File: src/rtl/match_sched.sv
// Pair sequencer for star-ID matching: walks every (obs, nav) vector pair, issues
// vector RAM reads under credit flow control and presents a tag aligned with read data.
module match_sched #(
  parameter int OBS_VEC_NUM    = 49,
  parameter int NAV_VEC_NUM    = 539,
  parameter int NAV_ADDR_WIDTH = $clog2(NAV_VEC_NUM),
  parameter int OBS_ADDR_WIDTH = $clog2(OBS_VEC_NUM),
  parameter int RD_LAT         = 2,
  parameter int CREDITS        = 8
) (
  input  logic                      clk,
  input  logic                      rst_n,
  input  logic                      start,
  input  logic                      abort,
  input  logic [OBS_ADDR_WIDTH:0]   obs_cnt,
  output logic                      busy,
  output logic                      done,
  output logic                      aborted,
  output logic                      rd_en,
  output logic [NAV_ADDR_WIDTH-1:0] rd_nav_addr,
  output logic [OBS_ADDR_WIDTH-1:0] rd_obs_addr,
  output logic                      tag_valid,
  output logic [NAV_ADDR_WIDTH-1:0] tag_nav_addr,
  output logic [OBS_ADDR_WIDTH-1:0] tag_obs_addr,
  output logic                      tag_first,
  output logic                      tag_last,
  input  logic                      credit_ret
);

  localparam logic [1:0] ST_IDLE  = 2'd0;
  localparam logic [1:0] ST_RUN   = 2'd1;
  localparam logic [1:0] ST_DRAIN = 2'd2;
  localparam logic [1:0] ST_DONE  = 2'd3;

  localparam int CW         = $clog2(CREDITS + 1);
  localparam int TW         = NAV_ADDR_WIDTH + OBS_ADDR_WIDTH + 2;
  localparam int NAV_LAST_I = NAV_VEC_NUM - 1;
  localparam logic [NAV_ADDR_WIDTH-1:0] NAV_LAST  = NAV_LAST_I[NAV_ADDR_WIDTH-1:0];
  localparam logic [OBS_ADDR_WIDTH:0]   OBS_MAX   = OBS_VEC_NUM[OBS_ADDR_WIDTH:0];
  localparam logic [CW-1:0]             CRED_FULL = CREDITS[CW-1:0];

  logic [1:0]                state_q, state_d;
  logic [CW-1:0]             credit_q, credit_d;
  logic [NAV_ADDR_WIDTH-1:0] nav_q, nav_d;
  logic [OBS_ADDR_WIDTH-1:0] obs_q, obs_d;
  logic [OBS_ADDR_WIDTH:0]   cnt_q, cnt_d;
  logic [OBS_ADDR_WIDTH:0]   cnt_clamped;
  logic                      aborted_q;
  logic [RD_LAT-1:0]         vld_q;
  logic [TW-1:0]             tag_q [RD_LAT];

  logic abort_act;
  logic is_last;
  logic cr_accept;
  logic drain_empty;

  assign abort_act   = abort && (state_q != ST_IDLE);
  assign cnt_clamped = (obs_cnt > OBS_MAX) ? OBS_MAX : obs_cnt;
  assign is_last     = (nav_q == NAV_LAST) && ({1'b0, obs_q} == (cnt_q - 1'b1));

  // A pair is never issued in the abort cycle: it would only be squashed.
  assign rd_en       = (state_q == ST_RUN) && (credit_q != '0) && !abort;
  assign rd_nav_addr = nav_q;
  assign rd_obs_addr = obs_q;

  assign busy    = (state_q == ST_RUN) || (state_q == ST_DRAIN);
  assign done    = (state_q == ST_DONE) && !abort;
  assign aborted = aborted_q;

  // Leave DRAIN once only the output stage can still hold a pair.
  generate
    if (RD_LAT > 1) begin : g_drain_multi
      assign drain_empty = ~|vld_q[RD_LAT-2:0];
    end else begin : g_drain_single
      assign drain_empty = 1'b1;
    end
  endgenerate

  always_comb begin
    state_d = state_q;
    nav_d   = nav_q;
    obs_d   = obs_q;
    cnt_d   = cnt_q;
    case (state_q)
      ST_IDLE: begin
        if (start) begin
          cnt_d   = cnt_clamped;
          nav_d   = '0;
          obs_d   = '0;
          state_d = (cnt_clamped == '0) ? ST_DONE : ST_RUN;
        end
      end
      ST_RUN: begin
        if (rd_en) begin
          if (is_last) begin
            nav_d   = '0;
            obs_d   = '0;
            state_d = ST_DRAIN;
          end else if (nav_q == NAV_LAST) begin
            nav_d = '0;
            obs_d = obs_q + 1'b1;
          end else begin
            nav_d = nav_q + 1'b1;
          end
        end
      end
      ST_DRAIN: begin
        if (drain_empty) state_d = ST_DONE;
      end
      default: state_d = ST_IDLE;
    endcase
    if (abort_act) begin
      state_d = ST_IDLE;
      nav_d   = '0;
      obs_d   = '0;
    end
  end

  assign cr_accept = credit_ret && ((credit_q != CRED_FULL) || rd_en);

  always_comb begin
    credit_d = credit_q;
    if (rd_en && !cr_accept) begin
      credit_d = credit_q - 1'b1;
    end else if (!rd_en && cr_accept) begin
      credit_d = credit_q + 1'b1;
    end
  end

  always_ff @(posedge clk) begin
    if (!rst_n) begin
      state_q   <= ST_IDLE;
      credit_q  <= CRED_FULL;
      nav_q     <= '0;
      obs_q     <= '0;
      cnt_q     <= '0;
      aborted_q <= 1'b0;
    end else begin
      state_q   <= state_d;
      credit_q  <= credit_d;
      nav_q     <= nav_d;
      obs_q     <= obs_d;
      cnt_q     <= cnt_d;
      aborted_q <= abort_act;
    end
  end

  // Tag pipe mirrors the RAM read latency; abort clears every in-flight valid.
  always_ff @(posedge clk) begin
    if (!rst_n) begin
      vld_q <= '0;
      for (int i = 0; i < RD_LAT; i++) begin
        tag_q[i] <= '0;
      end
    end else begin
      vld_q[0] <= rd_en && !abort_act;
      tag_q[0] <= {nav_q, obs_q, (nav_q == '0), is_last};
      for (int i = 1; i < RD_LAT; i++) begin
        vld_q[i] <= vld_q[i-1] && !abort_act;
        tag_q[i] <= tag_q[i-1];
      end
    end
  end

  assign tag_valid = vld_q[RD_LAT-1];
  assign {tag_nav_addr, tag_obs_addr, tag_first, tag_last} = tag_q[RD_LAT-1];

endmodule

File: config.mk
export PLATFORM = sky130hd
export DESIGN_NAME = match_sched
export DESIGN_NICKNAME = d
export VERILOG_FILES = /design/src/rtl/match_sched.sv
export SDC_FILE = /design/constraint.sdc
export NUM_CORES = 1
export LEC_CHECK = 0
export CAP_MARGIN = 10
export CORE_UTILIZATION = 51
export CTS_CLUSTER_SIZE = 10
export DETAILED_ROUTE_END_ITERATION = 7
export PLACE_DENSITY = 0.85
export SETUP_SLACK_MARGIN = 0.02
export SLEW_MARGIN = 20
export SYNTH_ARGS = -nofsm -noshare
export SYNTH_HDL_FRONTEND = slang
export SYNTH_SLANG_ARGS = --single-unit
export TNS_END_PERCENT = 100
File: constraint.sdc
create_clock -name clk -period 3.26 [get_ports clk]
set_input_delay 0.652 -clock clk [delete_from_list [all_inputs] [get_ports clk]]
set_output_delay 0.652 -clock clk [all_outputs]
set_load 0.02 [all_outputs]
==> results.md, run 1 <==
- Clk_skew: 0.00820 ns
- Row cnt: 27
- Worst Path Class, Setup: input port to output pin
- Pwr per Cell Area: 628 nW/µm²
- Sequential power share: 0.417
- Vias per cell: 5.15
- Min Tclk post-route: 2.99 ns
- Die width: 78.5 µm
- Final core utilization: 0.653
- Adder-cell share of the synthesized area: 0.0571
- Die H: 78.5 µm
- Max_slew headroom: 0.589
- Status: complete, no violations
- Final setup TNS: 0 ns
- Ys flop type: dfxtp_1
- GRT Total Usage: 0.192
- Switching Fraction: 0.339
- Clock power share: 0.304
- CP startpoint: abort
- RR Startpoint: state_q[1]
- Ant diodes: 0
- Psw: 0.775 mW
- Max-Cap Viols: 0
- Main combinational cell family by area after synthesis: simple AND/OR/NAND/NOR gates
- Worst Setup Start Kind: input port
- Hold Startpoint: tag_q[0][1]
- Num Clock Sinks: 68
- Mapped Nets: 343
- CP max stage cell: clkdlybuf4s50_1
- Mean routed wirelength per cell: 12.8 µm
- Setup Viol. Count Final: 0
- Drt pass-1 iters: 5
- Total leakage power: 1.45 nW
- Worst min-delay path class: register to register
- Clk_lat worst skew: 0.34 ns
- Required time worst endpoint: 2.61 ns
- Clock transition at path regs: 0.07 ns
- # nets final: 381
- Register-to-Register Path Depth: 12
- CORE AREA: 5570 µm²
- Most frequent cells in the layout: 68 x dfxtp_1, 50 x clkdlybuf4s50_1, 32 x and2_1, 29 x nor2_1, 14 x nand2_1
- Maximum resistive drop on vdd: 0.441 mV
- CTS buffer count: 9
- Area grow syn2layout: 22.1%
- Flops & latches, synth: 68
- CP max FO: 5
- I/O Buffers: 50
- Crit-path most repeated cell: clkdlybuf4s50_1
- Remaining Overflow, GRT: 0
- GPL Wtd Cong: 0.879
- CTS tree: yes
- CTS Buffer Depth: 2
- Cell area after synthesis: 2980 µm²
- Mux contribution to synthesized area: 0
- Residual DRC: 0
- Total wire length: 5.54 mm
- Yosys Warn Count: 0
- Largest net degree at the start of global routing: 37
- Share of cells above drive strength 1: 0.0942
- Mapped Cells: 318
- Comb power frac: 0.279
- Routed Antenna Nets: 0
- Count of final hold-check violations: 0
- Post-cts hold buffer count: 0
- Slowest stage delay, CP: 0.62 ns
- DP HPWL: 3.81 mm
- RSZ-0062 raised after global routing: no
- H-tree depth: 3
- Compound-Gate Fraction of Synth Area: 0.115
- Slew Limit Fails: 0
- Worst-margin pin slew: 0.614 ns
- Worst path cell trace: clkdlybuf4s50_1, or3b_2, inv_2, clkdlybuf4s50_1
- Post-Layout Cell Count: 433
- Async S/R FF share, synth: 0
- Internal Power: 1.51 mW
- Reg-to-reg critical path endpoint: credit_q[3]
- First-pass GRT wire length: 9.22 mm
- Sequential cell area fraction in the yosys report: 0.457
- Post-Synth XOR/XNOR Area: 0.0441
- Worst EP arrival: 2.34 ns
- Top Ports: 51
- Period utilisation layout: 0.919
- Design area: 3640 µm²
- Avg Inst Size Synth: 9.38 µm²
- Vias in the first global route: 2061
- Unique masters post-synth: 51
- Fmax: 334 MHz
- Post-synth EDFFs: 0
- Inst Count DP: 417
- Initial DRC Count: 108
- DR vias: 2228
- Initial antenna violation count: 0
- Die area: 6160 µm²
- Clock Root Buffer: clkbuf_8
- Worst setup endpoint: rd_en
- Starting Density: 0.535
- Post-CTS Setup Bufs: 0
- Commonest non-fill, non-tap cell in the layout: dfxtp_1
- CP endpoint kind: output pin
- Synth Area in Simple Gates: 0.256
- Hold Worst Slack: 0.433 ns
- Placed inst area: 3440 µm²
- R2R Setup Slk: 0.35 ns
==> layout make-up <==
class | count | area, µm²
clock inverter | 7 | 75.1
clock buffer | 9 | 124
timing repair buffer | 54 | 531
fill | 456 | 1930
inverter | 14 | 52.6
sequential | 68 | 1360
tap | 72 | 90.1
multi-input combinational | 209 | 1410
==> flip-flops by register name, indices dropped and copies added (netlist names) <==
register	cells
tag_q	36
rd_nav_addr	10
cnt_q	7
rd_obs_addr	6
credit_q	4
state_q	2
vld_q	2
aborted	1
==> synthesized netlist by cell type (2+ instances only) <==
| cell | instances | share of area |
|---|---|---|
| clkbuf_1 | 10 | 0.013 |
| dfxtp_1 | 68 | 0.46 |
| nand2b_1 | 4 | 0.0084 |
| a221oi_1 | 2 | 0.0059 |
| a21boi_0 | 2 | 0.0050 |
| o21bai_1 | 2 | 0.0050 |
| buf_4 | 16 | 0.040 |
| and2_1 | 32 | 0.067 |
| xor2_1 | 9 | 0.026 |
| nand3_1 | 7 | 0.012 |
| or4_1 | 3 | 0.0076 |
| o41ai_1 | 2 | 0.0059 |
| and3_1 | 7 | 0.015 |
| o31ai_1 | 4 | 0.010 |
| inv_1 | 13 | 0.016 |
| xnor2_1 | 6 | 0.018 |
| nand2_1 | 14 | 0.018 |
| a22o_1 | 4 | 0.012 |
| a211oi_1 | 2 | 0.0050 |
| or3_1 | 4 | 0.0084 |
| o21ai_0 | 4 | 0.0067 |
| a22oi_1 | 3 | 0.0076 |
| ha_1 | 12 | 0.050 |
| a211o_2 | 2 | 0.0067 |
| nor4_1 | 2 | 0.0042 |
| and3b_1 | 2 | 0.0059 |
| a21oi_1 | 13 | 0.022 |
| nand4_1 | 4 | 0.0084 |
| nor2b_1 | 6 | 0.013 |
| nor3_1 | 10 | 0.017 |
| nor2_1 | 29 | 0.037 |
==> how the worst min path moves through the flow <==
stage	end	slack [ns]	cells past startpoint
after floorplan	tag_q[0][18]	0.41	1
after global routing	tag_q[0][24]	0.45	1
after detailed placement	tag_q[0][24]	0.42	1
final	tag_q[0][19]	0.43	1
after CTS	tag_q[0][24]	0.43	1
after global placement	tag_q[0][33]	0.42	1
==> routing by layer <==
metal	track usage	part of all wire	up-vias
met5	0	0	-
met4	0.0981	0.017	0
li1	-	-	1153
met3	0.0395	0.043	13
met1	0.239	0.48	1002
met2	0.315	0.46	60
==> power by group through the flow <==
stage | Combinational, mW | Sequential, mW | Clock, mW
after floorplan | 0.455 | 0.968 | 0
after global placement | 0.610 | 0.971 | 0
after detailed placement | 0.628 | 0.973 | 0
after CTS | 0.633 | 0.954 | 0.708
after global routing | 0.708 | 0.965 | 0.745
final | 0.638 | 0.954 | 0.696
==> critical path, delay by kind of cell <==
| kind | cells | cell delay (ns) |
|---|---|---|
| buf+inv | 3 | 1.18 |
| simple gates | 1 | 0.50 |
==> per-stage QoR <==
stage / worst slack, ns / power [mW]
global placement: 0.172 / 1.58
floorplan: 0.505 / 1.42
finish: 0.266 / 2.29
global route: 0.102 / 2.42
CTS: 0.222 / 2.30
detailed placement: 0.00444 / 1.60
==> kinds of logic after synthesis <==
group                    Yosys count
flip-flops                        68
XOR/XNOR                          15
AO/OA/AOI/OAI                     46
AND/OR/NAND/NOR                  135
adder cells (fa/ha/maj)           13
buffers and inverters             41
==> timing repair <==
action                                 CTS  global route
setup endpoints to repair                0             1
endpoints found under the hold margin    0             0
gates resized for setup                  0             1
Power figures use the tool's default switching activity.
==> inputs of run 2 (changes only) <==
--- a/config.mk
+++ b/config.mk
@@ -5,11 +5,12 @@
 export SDC_FILE = /design/constraint.sdc
 export NUM_CORES = 1
 export LEC_CHECK = 0
+export ABC_AREA = 1
 export CAP_MARGIN = 10
 export CORE_UTILIZATION = 51
 export CTS_CLUSTER_SIZE = 10
 export DETAILED_ROUTE_END_ITERATION = 7
-export PLACE_DENSITY = 0.85
+export PLACE_DENSITY = 0.77
 export SETUP_SLACK_MARGIN = 0.02
 export SLEW_MARGIN = 20
 export SYNTH_ARGS = -nofsm -noshare
==> run 2 against run 1 <==
  * Clock-buffer cell count rose by 2
  * Core utilization fell by 0.89 points
  * Die area rose by 5.4%
  * Register-to-register slack improved by 0.61 ns
  * Cell count rose by 28%
  * Setup slack improved by 0.30 ns
  * Via count rose by 19%
  * Sequential share of layout area fell by 1.7 points
  * Fmax rose by 11%
  * Highest routed layer unchanged
==> results.md, run 2 <==
- Status: complete, no violations
- Flops & latches, synth: 68 (unchanged)
- First-pass GRT wire length: 10.0 mm (+8.7%)
- Pwr per Cell Area: 658 nW/µm² (+4.7%)
- Area share of the largest cell type after synthesis: 0.433 (-0.0238)
- Synth top area cells: dfxtp_1 43%, nand2_1 13%, inv_1 10%
- Ant diodes: 0 (unchanged)
- H-tree depth: 3 (unchanged)
- Post-cts hold buffer count: 0 (unchanged)
- Flip-flop count of the largest register after layout: 36 (unchanged)
- Clock Root Buffer: clkbuf_8
- FF/Latch Area: 1360 µm² (unchanged)
- Worst EP arrival: 2.04 ns (-0.30 ns)
- CP max stage cell: clkdlybuf4s50_1
- Top post-synthesis cells by count: 109 x nand2_1, 84 x inv_1, 68 x dfxtp_1
- Largest net degree at the start of global routing: 45 (+22%)
- Min Tclk post-route: 2.69 ns (-0.300 ns)
- Worst-margin pin slew: 0.469 ns (-0.145 ns)
- Internal Power: 1.61 mW (+6.1%)
- Top reg by flops: tag_q
- Avg Inst Size Synth: 7.25 µm² (-23%)
- Vias per cell: 4.79 (-6.9%)
- Post-CTS Setup Bufs: 0 (unchanged)
- DR vias: 2655 (+19%)
- Initial antenna violation count: 0 (unchanged)
- Hold Worst Slack: 0.412 ns (-0.0206 ns)
- Sequential cell area fraction in the yosys report: 0.433 (-0.0238)
- Max_slew headroom: 0.684 (+0.0949)
- Vias in the first global route: 2385 (+16%)
- Die H: 80.5 µm (+2.6%)
- Clock power share: 0.285 (-0.019)
- Psw: 0.906 mW (+17%)
- Sequential power share: 0.396 (-0.021)
- Drt pass-1 iters: 4 (-1)
- Setup slack after layout: 0.565 ns (+0.300 ns)
- CTS resizes: 0 (unchanged)
- Yosys Warn Count: 0 (unchanged)
- Worst Setup Start Kind: register
- CTS buffer count: 9 (unchanged)
- Max-Cap Viols: 0 (unchanged)
- Clock transition at path regs: 0.07 ns (about the same)
- Die area: 6490 µm² (+5.4%)
- Remaining Overflow, GRT: 0 (unchanged)
- Worst min-delay path class: register to register
- CTS tree: yes
- Required time worst endpoint: 2.61 ns (about the same)
- Commonest non-fill, non-tap cell in the layout: nand2_1
- Most frequent cells in the layout: 109 x nand2_1, 84 x inv_1, 68 x dfxtp_1, 50 x clkdlybuf4s50_1, 39 x nor2_1
- # nets final: 499 (+31%)
- Async S/R FF share, synth: 0 (unchanged)
- Row cnt: 28 (+3.7%)
- Setup Viol. Count Final: 0 (unchanged)
- Most frequent cell after synthesis: nand2_1
- Final setup TNS: 0 ns (unchanged)
- Clk_skew: 0.00780 ns (-0.000394 ns)
- Mapped Cells: 434 (+36%)
- Slew Limit Fails: 0 (unchanged)
- Clk_lat worst skew: 0.33 ns (about the same)
- Fill cells: 532 (+17%)
- Worst path cell trace: inv_1, ha_1, inv_1, nor2_2, nand2_2, inv_1, clkdlybuf4s50_1
- Count of final hold-check violations: 0 (unchanged)
- Yosys top cell by area: dfxtp_1
- Comb power frac: 0.319 (+0.040)
- Crit-path most repeated cell: inv_1
- GPL Wtd Cong: 0.871 (-1.0%)
- RSZ-0062 raised after global routing: no
- Fmax: 371 MHz (+11%)
- Top Ports: 51 (unchanged)
- Residual DRC: 0 (unchanged)
- Share of cells above drive strength 1: 0.0501 (-0.0441)
- Total wire length: 5.93 mm (+7.1%)
- Multi-input gate area: 1330 µm² (-5.8%)
- Slowest stage delay, CP: 0.59 ns (-0.03 ns)
- Period utilisation layout: 0.827 (-0.0920)
- Mean routed wirelength per cell: 10.7 µm (-16%)
- GRT Total Usage: 0.200 (+0.00769)
- Unique masters post-synth: 27 (-47%)
- Mapped Nets: 459 (+34%)
- Die width: 80.5 µm (+2.6%)
- Cell area after synthesis: 3150 µm² (+5.5%)
- CP max FO: 6 (+1)
- Register-to-Register Path Depth: 13 (+1)
- CORE AREA: 5920 µm² (+6.2%)
- DP HPWL: 4.41 mm (+16%)
- Switching Fraction: 0.361 (+0.0219)
- CTS Buffer Depth: 2 (unchanged)
- Starting Density: 0.531 (-0.00363)
- Post-synth EDFFs: 0 (unchanged)
- Maximum resistive drop on vdd: 0.407 mV (-7.9%)
- Ys flop type: dfxtp_1
- I/O Buffers: 50 (unchanged)
- Total leakage power: 1.87 nW (+29%)
- Worst Path Class, Setup: register to output pin
- Pre-CTS setup slack: 0.647 ns (+0.643 ns)
- Num Clock Sinks: 68 (unchanged)
- Routed Antenna Nets: 0 (unchanged)
- WHS Path Cells: 2 (+1)
- CP endpoint kind: output pin
- Area grow syn2layout: 21.3%
- Initial DRC Count: 113 (+4.6%)
==> run 2: final cells by class <==
| cell class | count | area share |
|---|---|---|
| multi-input combinational | 260 | 0.348 |
| sequential | 68 | 0.357 |
| timing repair buffer | 51 | 0.133 |
| inverter | 84 | 0.0826 |
| clock inverter | 5 | 0.0154 |
| tap | 75 | 0.0246 |
| clock buffer | 11 | 0.0397 |
==> run 2: stage by stage <==
stage | instances | cell area (µm²) | power, mW | utilization
2_1_floorplan | 434 | 3150 | 1.59 | -
3_3_place_gp | 538 | 3600 | 1.78 | 0.609
3_5_place_dp | 538 | 3600 | 1.81 | 0.609
4_1_cts | 554 | 3810 | 2.53 | 0.644
5_1_grt | 554 | 3810 | 2.68 | 0.644
6_report | 554 | 3810 | 2.51 | 0.644
==> run 2: logic make-up (layout without fill, tap and decap cells) <==
family | count (synthesis) | count (layout) | synth area share
flops | 68 | 68 | 0.433
buf+inv | 106 | 151 | 0.146
simple gates | 194 | 194 | 0.266
fa+ha+maj | 13 | 13 | 0.0541
xor+xnor | 11 | 11 | 0.0306
compound gates | 42 | 42 | 0.0712
==> run 2: power by group through the flow <==
stage / Clock [mW] / Sequential, mW / Combinational (mW)
global placement: 0 / 1.01 / 0.769
CTS: 0.729 / 0.995 / 0.802
finish: 0.714 / 0.995 / 0.801
detailed placement: 0 / 1.01 / 0.798
floorplan: 0 / 1.02 / 0.572
global route: 0.760 / 1.01 / 0.910
==> run 2: worst paths after layout <==
check              startpoint            to  slack, ns
setup reg to reg   state_q[1]   credit_q[3]       0.96
hold / removal    tag_q[0][5]  tag_q[0][23]       0.41
setup / recovery   state_q[1]         rd_en       0.57
hold reg to reg   tag_q[0][5]  tag_q[0][23]       0.41
==> run 2: metal layers <==
metal,part of all wire,global-route usage
met3,0.037,0.0364
met4,0.018,0.102
met2,0.47,0.344
met5,0,0
met1,0.47,0.236
==> run 2: critical path: cells and delay by family (launching register included) <==
family	cells	cell delay, ns
buffers and inverters	4	0.89
AND/OR/NAND/NOR	2	0.19
adder cells (fa/ha/maj)	1	0.28
flip-flops	1	0.34
==> RTL edit: new RTL, settings of run 2 <==
Make the reset (`rst_n`) asynchronous in 2 clocked blocks.
--- a/src/rtl/match_sched.sv
+++ b/src/rtl/match_sched.sv
@@ -128,5 +128,5 @@
   end
 
-  always_ff @(posedge clk) begin
+  always_ff @(posedge clk or negedge rst_n) begin
     if (!rst_n) begin
       state_q   <= ST_IDLE;
@@ -147,5 +147,5 @@
 
   // Tag pipe mirrors the RAM read latency; abort clears every in-flight valid.
-  always_ff @(posedge clk) begin
+  always_ff @(posedge clk or negedge rst_n) begin
     if (!rst_n) begin
       vld_q <= '0;
Formal check against the unedited RTL: differs if rst_n is asserted again (counterexample within 4 cycles, from zero or initial values and one cycle with rst_n low); with rst_n held inactive, the same outputs for 10 cycles.
==> RTL edit against run 2 <==
Sequential cell count unchanged; sequential power up 13%; sequential share of layout area up 7.8 points; routed wire length down 1.6%; register-to-register slack worse by 0.10 ns; setup slack worse by 0.021 ns; synthesized area up 1.5%; total power up 28%; final area up 2.7%; combinational power up 47%; count of clock-buffer cells in the layout down 2; critical path depth down 2.
==> RTL edit: results (changes against run 2) <==
[grt]
grt_usage_pct=21.02  ; +1.0 points
grt_pass1_vias=2319  ; -2.8%
grt_pass1_wl_um=10230  ; +2.1%
grt_max_degree=69  ; +53%
antenna_found_initial=0  ; unchanged

[layout]
nets=420  ; -16%
largest_register_ffs=18  ; -50%
drive_gt1_share_pct=9.476  ; +4.5 points
stdcell_count=476  ; -14%

[power]
p_leak_nw=1.924  ; +2.9%
ir_drop_mv=0.4305  ; +5.9%

[timing]
worstMarginPinSlew_ns=0.8215  ; +0.3528 ns
skew_ns=0.01071  ; +0.002904 ns
fin_hold_ws_ns=0.3508  ; -0.06141 ns

[yosys]
syn_nets=376  ; -18%
syn_inst=352  ; -19%
yosys.cell_types.count=32  ; +19%
synth.area.top_cells=dfrtp_1 (53%), nand2_1 (9.4%), inv_1 (5.5%), ha_1 (4.3%), nand3_1 (3.9%)
synth_seq_area_share_pct=53.33  ; +10 points
async_flop_share_pct=100.0  ; +100 points
netlist_top_cells_count=nand2_1 (80), dfrtp_1 (67), inv_1 (47)

[clock_network]
cts_inserted_buffers=9  ; unchanged
worstSkewPairLatency_ns=0.34
cts_setup_buffers=0  ; unchanged
clock_path_buffers=2  ; unchanged
cts_resized=0  ; unchanged
clk_pin_slew_ns=0.07  ; about the same

[placed_design]
place_area_mm2=0.003647  ; +1.2%
dp_cells=460  ; -14%
post-dp-hpwl_um=4237  ; -3.9%
gp_congestion=0.8466  ; -2.8%
place_ws_ns=0.5146  ; -0.1328 ns
numPortBuffers=50  ; unchanged

[routing]
totalWireLength_um=5834  ; -1.6%
met2_length_um=2916  ; +4.3%
drt_iter0_drc=98  ; -13%
maxUsedRoutingLayer=met4
m1WireLength_um=2555  ; -9.0%
wl_met3_um=234  ; +7.3%
vias=2425  ; -8.7%
dr.pass1.iters=4  ; unchanged

[setup_path]
r2r-end=rd_nav_addr[7]
reg2reg_slack_ns=0.86  ; -0.10 ns
arrival_ns=2.06  ; +0.02 ns
rr_startpoint=state_q[1]
reg2regPathDepth=12  ; -1
critPathMaxFanout=5  ; -1
cpPeakStageDelay_ns=0.60

[hold_path]
min_to=tag_nav_addr[2]
hp-start=tag_q[28]
whs_path_depth=0  ; -2

[status]
outcome=finished clean

[RTL edit: cell count changes after synthesis, moves of 7 or more]
cell            run 2  this run
dfxtp_1            68         0
dfrtp_1             0        67
nand2_1           109        80
inv_1              84        47
a21oi_1            20        13
[RTL edit: cell type report]
class	instances	area (um^2)
Fill cell	493	2073
Clock buffer	9	123.9
Tap cell	75	93.84
Inverter	51	198.9
Timing Repair Buffer	51	503.0
Multi-Input combinational cell	215	1149
Sequential cell	68	1703
Clock inverter	7	146.4
[RTL edit: worst max path at each step]
stage,from,endpoint,slack (ns),cells after the start
after floorplan,state_q[1],credit_q[3],1.19,13
after global placement,abort,rd_en,0.57,5
after detailed placement,abort,rd_nav_addr[7],0.51,10
after CTS,abort,rd_en,0.54,5
after global routing,state_q[1],rd_en,0.43,7
final,abort,rd_en,0.54,5
[RTL edit: cell families (layout without fill, tap and decap cells)]
group / Yosys count / count (layout) / share of synthesized area, %
adder cells (fa/ha/maj): 12 / 12 / 4.937
AO/OA/AOI/OAI: 28 / 28 / 4.428
AND/OR/NAND/NOR: 169 / 169 / 24.96
flip-flops: 68 / 68 / 53.33
buffers and inverters: 69 / 118 / 10.70
XOR/XNOR: 6 / 6 / 1.646
[RTL edit: worst max-delay path: cells and delay by family]
kind                   cells  cell delay [ns]
AND/OR/NAND/NOR            2             0.26
buffers and inverters      3             1.16
[RTL edit: routing by layer]
| layer | track usage, % | vias up |
|---|---|---|
| li1 | - | 1181 |
| met1 | 27.43 | 1174 |
| met2 | 33.19 | 59 |
| met3 | 5.056 | 11 |
| met4 | 9.464 | 0 |
| met5 | 0 | - |
[RTL edit: where the power goes]
group          internal (mW)  leakage (nW)  switching, mW
Combinational          0.429         0.876          0.746
Clock                  0.590         0.134          0.327
Sequential             0.990         0.914          0.128
